<file path="src/rtl/sr_iter_if.sv">
`default_nettype none
// sr_iter_if: start/done handshake and operand/result bus of the iterative right shifter.
// Rev 1.0
interface sr_iter_if #(
  parameter int WIDTH   = 32,
  parameter int SHAMT_W = 5
);
  logic               start;
  logic [WIDTH-1:0]   in;
  logic [SHAMT_W-1:0] shamt;
  logic [1:0]         op;
  logic               busy;
  logic               done;
  logic [WIDTH-1:0]   outp;

  modport master (output start, in, shamt, op, input  busy, done, outp);
  modport slave  (input  start, in, shamt, op, output busy, done, outp);
endinterface
`default_nettype wire

</file>
<file path="src/rtl/sr_iter.sv">
`default_nettype none
// sr_iter: multi-cycle SRL/SRA right shifter, one binary-weighted stage per clock (MSB first).
// Optional rotate-right on op=10 enabled by macro SR_ITER_ROTATE_EN. Rev 1.0
module sr_iter #(
  parameter int WIDTH   = 32,
  parameter int SHAMT_W = 5
) (
  input  wire logic clk,
  input  wire logic reset,
  sr_iter_if.slave  bus
);
  localparam int CNT_W = (SHAMT_W > 1) ? $clog2(SHAMT_W) : 1;

  typedef enum logic [0:0] {IDLE = 1'b0, SHIFT = 1'b1} state_t;

  state_t             state;
  logic [WIDTH-1:0]   work;
  logic [SHAMT_W-1:0] shamt_q;
  logic [1:0]         op_q;
  logic               sign_q;
  logic [CNT_W-1:0]   cnt;

  logic [SHAMT_W-1:0] amt;
  logic [WIDTH-1:0]   srl_val;
  logic [WIDTH-1:0]   fill_mask;
  logic [WIDTH-1:0]   stage_val;
`ifdef SR_ITER_ROTATE_EN
  logic [SHAMT_W-1:0] rot_amt;
`endif

  // One stage of weight 2**cnt; bits vacated at the top are patched per op.
  always_comb begin
    amt       = SHAMT_W'(1) << cnt;
    srl_val   = work >> amt;
    fill_mask = ~({WIDTH{1'b1}} >> amt);
`ifdef SR_ITER_ROTATE_EN
    rot_amt   = SHAMT_W'(0) - amt;
`endif
    stage_val = work;
    if (shamt_q[cnt]) begin
      stage_val = srl_val;
      if (op_q == 2'b01) begin
        stage_val = srl_val | (sign_q ? fill_mask : '0);
      end
`ifdef SR_ITER_ROTATE_EN
      else if (op_q == 2'b10) begin
        stage_val = srl_val | (work << rot_amt);
      end
`endif
    end
  end

  always_ff @(posedge clk) begin
    if (reset) begin
      state    <= IDLE;
      bus.busy <= 1'b0;
      bus.done <= 1'b0;
      bus.outp <= '0;
      work     <= '0;
      shamt_q  <= '0;
      op_q     <= 2'b00;
      sign_q   <= 1'b0;
      cnt      <= '0;
    end else begin
      bus.done <= 1'b0;
      case (state)
        IDLE: begin
          if (bus.start) begin
            work     <= bus.in;
            shamt_q  <= bus.shamt;
            op_q     <= bus.op;
            sign_q   <= bus.in[WIDTH-1];
            cnt      <= CNT_W'(SHAMT_W - 1);
            bus.busy <= 1'b1;
            state    <= SHIFT;
          end
        end
        SHIFT: begin
          if (cnt == '0) begin
            bus.outp <= stage_val;
            bus.done <= 1'b1;
            bus.busy <= 1'b0;
            state    <= IDLE;
          end else begin
            work <= stage_val;
            cnt  <= cnt - 1'b1;
          end
        end
        default: state <= IDLE;
      endcase
    end
  end
endmodule
`default_nettype wire

</file>
<file path="src/flat_wrapper.sv">
// flat-port wrapper written by rule: the top's interface ports become plain ports
module sr_iter_flat 
#(
  parameter int WIDTH   = 32,
  parameter int SHAMT_W = 5
)
  (clk, reset, bus_start, bus_in, bus_shamt, bus_op, bus_busy, bus_done, bus_outp);
  sr_iter_if #(.WIDTH(WIDTH), .SHAMT_W(SHAMT_W)) bus_i ();
  input  wire logic clk;
  input  wire logic reset;
  input wire logic [$bits(bus_i.start)-1:0] bus_start;
  input wire logic [$bits(bus_i.in)-1:0] bus_in;
  input wire logic [$bits(bus_i.shamt)-1:0] bus_shamt;
  input wire logic [$bits(bus_i.op)-1:0] bus_op;
  output wire logic [$bits(bus_i.busy)-1:0] bus_busy;
  output wire logic [$bits(bus_i.done)-1:0] bus_done;
  output wire logic [$bits(bus_i.outp)-1:0] bus_outp;
  assign bus_i.start = bus_start;
  assign bus_i.in = bus_in;
  assign bus_i.shamt = bus_shamt;
  assign bus_i.op = bus_op;
  assign bus_busy = bus_i.busy;
  assign bus_done = bus_i.done;
  assign bus_outp = bus_i.outp;
  sr_iter #(.WIDTH(WIDTH), .SHAMT_W(SHAMT_W)) u_core (.clk(clk), .reset(reset), .bus(bus_i));
endmodule
</file>
<file path="config.mk">
export PLATFORM = sky130hd
export DESIGN_NAME = sr_iter_flat
export DESIGN_NICKNAME = d
export VERILOG_FILES = /design/src/rtl/sr_iter_if.sv /design/src/rtl/sr_iter.sv /design/src/flat_wrapper.sv
export SDC_FILE = /design/constraint.sdc
export NUM_CORES = 1
export LEC_CHECK = 0
export CAP_MARGIN = 20
export CORE_MARGIN = 10
export CORE_UTILIZATION = 30
export CTS_CLUSTER_DIAMETER = 60
export CTS_CLUSTER_SIZE = 28
export DETAILED_ROUTE_END_ITERATION = 12
export PLACE_DENSITY = 0.56
export SETUP_SLACK_MARGIN = 0.05
export SYNTH_ARGS = -nofsm -noshare
export SYNTH_HDL_FRONTEND = slang
export SYNTH_SLANG_ARGS = --single-unit
</file>
<file path="constraint.sdc">
create_clock -name clk -period 2.4 [get_ports clk]
set_input_delay 0.24 -clock clk [delete_from_list [all_inputs] [get_ports clk]]
set_output_delay 0.24 -clock clk [all_outputs]
set_load 0.02 [all_outputs]
</file>
### After elaboration in Yosys (flattened, before gate mapping)

Index checks and enable logic that the tools add are counted.

* flip-flop bits (word level): 78
* input bits: 42
* output and inout port bits: 34
* word-level logic and storage cells: 45

* $add $sub $neg: 1
* magnitude comparators: 1
* equal/unequal tests: 4
* shift operators: 3
* multiplexer cells: 18
* bitwise logic cells: 3
* reductions and logical operators: 6

Operators with widths (count)
* 2-to-1 mux 32 bit: 5
* case mux 32 bit (2 select lines): 1
* NOT 32 bit: 1
* OR 32 bit: 1
* right shift 32 x 5 -> 32 bit: 1
* right shift 32 x 5 -> 32 bit, first input constant: 1
* AND reduction 2 bit: 4
* 2-to-1 mux 1 bit: 6
* 2-to-1 mux 3 bit: 2
* != test 2 bit, second input constant: 3
* case mux 3 bit (2 select lines): 1
* << shifter 1 x 3 -> 5 bit, first input constant: 1
* less-than comparator 3 x 4 -> 1 bit, second input constant: 1
* case mux 1 bit (2 select lines): 2
* binary-select mux 1 bit (select 3 bit): 1
* logical NOT 3 bit: 1
* subtractor 3 x 1 -> 3 bit, second input constant: 1
* == test 2 x 1 -> 1 bit, second input constant: 1
* OR reduction 2 bit: 1
* NOT 1 bit: 1

### Longest topological paths before layout

* depth in word-level cells: 9
* depth in mapped cells: 13
* mapped depth without buffers: 8

### Least setup slack after synthesis

Ideal clock, no wire load.

* kind: reg2reg
* from: register u_core.cnt[1]
* to: register u_core.work[4]
* library setup time: 0.117 ns
* arrival time: 2.527 ns
* data required time: 2.283 ns
* slack: -0.244 ns
* cell stages (with the launch flop): 12
* buffers on the path: 3
* period minus slack after synthesis: 2.644 ns
* cells stage by stage: dfxtp_1 > clkbuf_1 > inv_1 > ha_1 > buf_6 > buf_6 > mux2_4 > a222oi_1 > o22ai_1 > nor4_4 > a31oi_1 > o22a_1

* cells in the longest elaborated chain, start to end: 9
* elaborated cells on any way between the ends: 15
* classes of those cells: 1 x eq/ne; 3 x shift; 7 x mux; 2 x bitwise; 2 x reduce/logical

Ends and longest elaborated chain
* start: declaration: line sr_iter.sv:21 `logic [CNT_W-1:0] cnt;`
* start signal: assignment: line sr_iter.sv:73 `cnt <= CNT_W'(SHAMT_W - 1);`
* start signal: assignment: line sr_iter.sv:86 `cnt <= cnt - 1'b1;`
* << shifter 1 x 3 -> 5 bit: line sr_iter.sv:33 `amt = SHAMT_W'(1) << cnt;`
* right shift 32 x 5 -> 32 bit: line sr_iter.sv:35 `fill_mask = ~({WIDTH{1'b1}} >> amt);`
* NOT 32 bit: line sr_iter.sv:35
* 2-to-1 mux 32 bit: line sr_iter.sv:43 `stage_val = srl_val | (sign_q ? fill_mask : '0);`
* OR 32 bit: line sr_iter.sv:43
* 2-to-1 mux 32 bit: line sr_iter.sv:42 `if (op_q == 2'b01) begin`
* 2-to-1 mux 32 bit: line sr_iter.sv:40 `if (shamt_q[cnt]) begin`
* 2-to-1 mux 32 bit: line sr_iter.sv:79 `if (cnt == '0) begin`
* case mux 32 bit (2 select lines): line sr_iter.sv:66 `case (state)`
* end signal: assignment: line sr_iter.sv:69 `work <= bus.in;`
* end signal: assignment: line sr_iter.sv:85 `work <= stage_val;`
* end: declaration: line sr_iter.sv:17 `logic [WIDTH-1:0] work;`

Several ways; a longest one is shown, not always the timed one. The select of a mux whose other input is x is not followed.
A chain may end at the register's enable or synchronous reset.

### Worst setup path in the final report

* from: register u_core.cnt[0]
* to: register u_core.work[14]

The elaborated chain is that of the path after synthesis.

==> impl_metrics.env <==
export IMPL_status="complete, but fails checks"
export IMPL_violations="negative setup slack"
export IMPL_initial_utilization_pct=30.52
export IMPL_crit_path_max_incr_delay_ps=600
export IMPL_dr_pass1_iters=5
export IMPL_peakVddDrop_uv=543.2
export IMPL_max_freq_mhz=386.3
export IMPL_cts_tree="built"
export IMPL_cts_buffer_depth=2
export IMPL_place_inst=1169
export IMPL_finalSetupViolCount=20
export IMPL_slew_violations=0
export IMPL_grt_usage_pct=22.91
export IMPL_internal_power_mw=4.015
export IMPL_ys_ff_latch=78
export IMPL_tightest_slew_ps=661.6
export IMPL_antenna_found_initial=0
export IMPL_ys_flop_type="dfxtp_1"
export IMPL_routed_wl_um=30560
export IMPL_grt_pass1_vias=6756
export IMPL_worst_slack_ps=-189.0
export IMPL_final_core_util_pct=52.27
export IMPL_slowest_stage="or4b_4"
export IMPL_syn2layout_area_growth_pct=71.28
export IMPL_fin_skew_ps=8.464
export IMPL_crit_fanout=5
export IMPL_overflow=0
export IMPL_power_density_mw_per_mm2=684.5
export IMPL_grt_max_degree=24
export IMPL_async_flop_share_pct=0
export IMPL_clk_pin_slew_ps=60
export IMPL_fp_row_count=50
export IMPL_grt_pass1_wl_um=43350
export IMPL_hp_class="input pin to flop"
export IMPL_ys_seq_area_share_pct=27.26
export IMPL_vias=7283
export IMPL_power_mw=6.715
export IMPL_drive_gt1_share_pct=43.79
export IMPL_place_detailed_hpwl_um=23070
export IMPL_synth_top_area_share_pct=27.26
export IMPL_synthCells=730
export IMPL_yosys_warnings=0
export IMPL_place_gp_congestion=1.015
export IMPL_dp_slack_ps=-709.2
export IMPL_wl_per_cell_um=24.95
export IMPL_path_class="flop to flop"
export IMPL_crit_required_ps=2630
export IMPL_cp_cell_sequence="buf_6 -> ha_4 -> buf_6 -> or4b_4 -> o22ai_4 -> nor3_4 -> buf_6 -> a221o_1 -> a21oi_2 -> o32ai_2"
export IMPL_yosysTopAreaCell="dfxtp_1"
export IMPL_dieArea_mm2=0.02502
export IMPL_slew_headroom_pct=55.83
export IMPL_cts_htree_levels=3
export IMPL_ys_top_cells_by_area="dfxtp_1 (27%), o21ai_0 (5.8%), nand2_1 (5.2%)"
export IMPL_cp_end_kind="flop"
export IMPL_final_cell_count_no_fill=1225
export IMPL_p_leak_nw=3.796
export IMPL_combPwrFrac_pct=54.6
export IMPL_cp_common_cell="buf_6"
export IMPL_cap_violations=0
export IMPL_p_seq_share_pct=24.2
export IMPL_cts_root_buf="clkbuf_16"
export IMPL_ios=76
export IMPL_min_period_over_period_pct=107.9
export IMPL_syn_num_nets=777
export IMPL_syn_area_per_cell_um2=7.847
export IMPL_start_kind="flop"
export IMPL_p_sw_mw=2.701
export IMPL_p_clk_share_pct=21.2
export IMPL_min_period_ps=2589
export IMPL_p_sw_share_pct=40.22
export IMPL_die_w_um=158.2
export IMPL_nets=1033
export IMPL_cp_arrival_ps=2820
export IMPL_yosysUniqueCellTypes=82
export IMPL_syn_area_mm2=0.005728
export IMPL_clock_latency_ps=360
export IMPL_coreArea_mm2=0.01877
export IMPL_diodes=0
export IMPL_viasPerCell=5.945
export IMPL_finalHoldViolations=0
export IMPL_fillerInstances=1848
export IMPL_cts_sinks=78
export IMPL_cts_made_buffers=9
export IMPL_io_buffers=75
export IMPL_drc=0
export IMPL_die_y_um=158.2
export IMPL_rsz0062_at_grt="true"
export IMPL_synth_edf_count=0
export IMPL_drt_initial_drc_count=557
export IMPL_ant_nets=0
per-layer routing:
layer | vias up | share of wire (%) | track usage, %
li1 | 3312 | - | -
met1 | 3555 | 43 | 29.62
met2 | 340 | 47 | 36.94
met3 | 76 | 6.5 | 4.288
met4 | 0 | 3.5 | 8.690
met5 | - | 0 | 0
power groups by stage:
stage	sequential (mW)	combinational, mW	clock, mW
2_1_floorplan	1.60	1.33	0
3_3_place_gp	1.62	2.81	0
3_5_place_dp	1.62	2.79	0
4_1_cts	1.59	3.00	1.44
5_1_grt	1.63	3.84	1.49
6_report	1.62	3.67	1.42
synth_stat cells, drive strengths merged, types with 7 or more instances:
master / number
a32oi: 10
o221ai: 12
buf: 36
nor3: 14
a22oi: 21
mux2: 16
o21ai: 74
nor2: 54
a21oi: 52
a221oi: 8
o32ai: 9
clkbuf: 36
a211oi: 11
mux2i: 28
o22ai: 14
o31ai: 14
nand2: 80
nand2b: 9
a2bb2oi: 8
dfxtp: 78
o21a: 7
nand3: 8
a31oi: 10
inv: 12
flip-flops by register name (all words and copies together), names as in the netlist:
name and flops:
u_core.state 1, u_core.work 32, u_core.bus.busy 1, u_core.shamt_q 5, u_core.cnt 3, u_core.bus.done 1, u_core.bus.outp 32, u_core.op_q 2
u_core.sign_q 1
what timing repair did:
item,4_1_cts,5_1_grt
pin swaps,6,61
buffers inserted,4,37
gates cloned,0,1
gates resized for setup,50,161
hold buffers,0,0
endpoints found under the setup margin,63,61
layout by cell type (no fill, tap or decap), types with 9 or more instances in the layout:
cell	netlist	layout
clkdlybuf4s50_1	0	75
clkbuf_16	0	10
o31ai_1	14	9
buf_12	0	16
buf_4	6	203
a21oi_2	0	13
a22oi_1	21	18
o21ai_1	8	19
mux2_2	14	13
dfxtp_1	78	75
buf_6	4	21
nor2_1	54	53
o21ai_0	66	48
mux2i_1	28	22
inv_1	11	9
nand2_1	79	75
a21oi_1	52	38
final timing paths:
check / from / to / slack, ps / cells after the start
min: bus_shamt[2] / u_core.shamt_q[2]$_SDFFE_PP0P_ / 430 / 3
max reg2reg: u_core.cnt[0]$_SDFFE_PP0P_ / u_core.work[14]$_SDFFE_PP0P_ / -190 / 10
min reg2reg: u_core.bus.outp[6]$_SDFFE_PP0P_ / u_core.bus.outp[6]$_SDFFE_PP0P_ / 440 / 2
max: u_core.cnt[0]$_SDFFE_PP0P_ / u_core.work[14]$_SDFFE_PP0P_ / -190 / 10
critical path, delay by kind of cell, from the launching register on:
kind | cells | cell delay, ps
buffers and inverters | 3 | 380
flip-flops | 1 | 330
AND/OR/NAND/NOR | 2 | 660
adder cells (fa/ha/maj) | 1 | 180
AO/OA/AOI/OAI | 4 | 910
layout make-up:
cell class                      count  area, um2  share of cell area (%)
Timing Repair Buffer              317       2872                   29.27
Tap cell                          234      292.8                   2.984
Sequential cell                    78       1570                   16.01
Clock inverter                      6      70.07                  0.7142
Inverter                           12      50.05                  0.5101
Multi-Input combinational cell    568       4727                   48.18
Clock buffer                       10      229.0                   2.334
logic make-up after synthesis:
logic type	Yosys count	synth area share, %
XOR/XNOR	1	0.1529
AO/OA/AOI/OAI	302	36.41
buffers and inverters	84	6.946
multiplexers	48	9.677
flip-flops	78	27.26
adder cells (fa/ha/maj)	5	1.092
AND/OR/NAND/NOR	212	18.46
metrics by stage:
step | hold slack, ps | setup TNS [ps] | cell area (um2)
final | 433.3 | -1255 | 9811
after global routing | 432.5 | -3187 | 9811
after CTS | 424.1 | -1529 | 8706
after detailed placement | 428.8 | -11060 | 8094
after global placement | 424.7 | -9138 | 8094
after floorplan | 376.0 | -98.69 | 5758
Power figures use the tool's default switching activity.
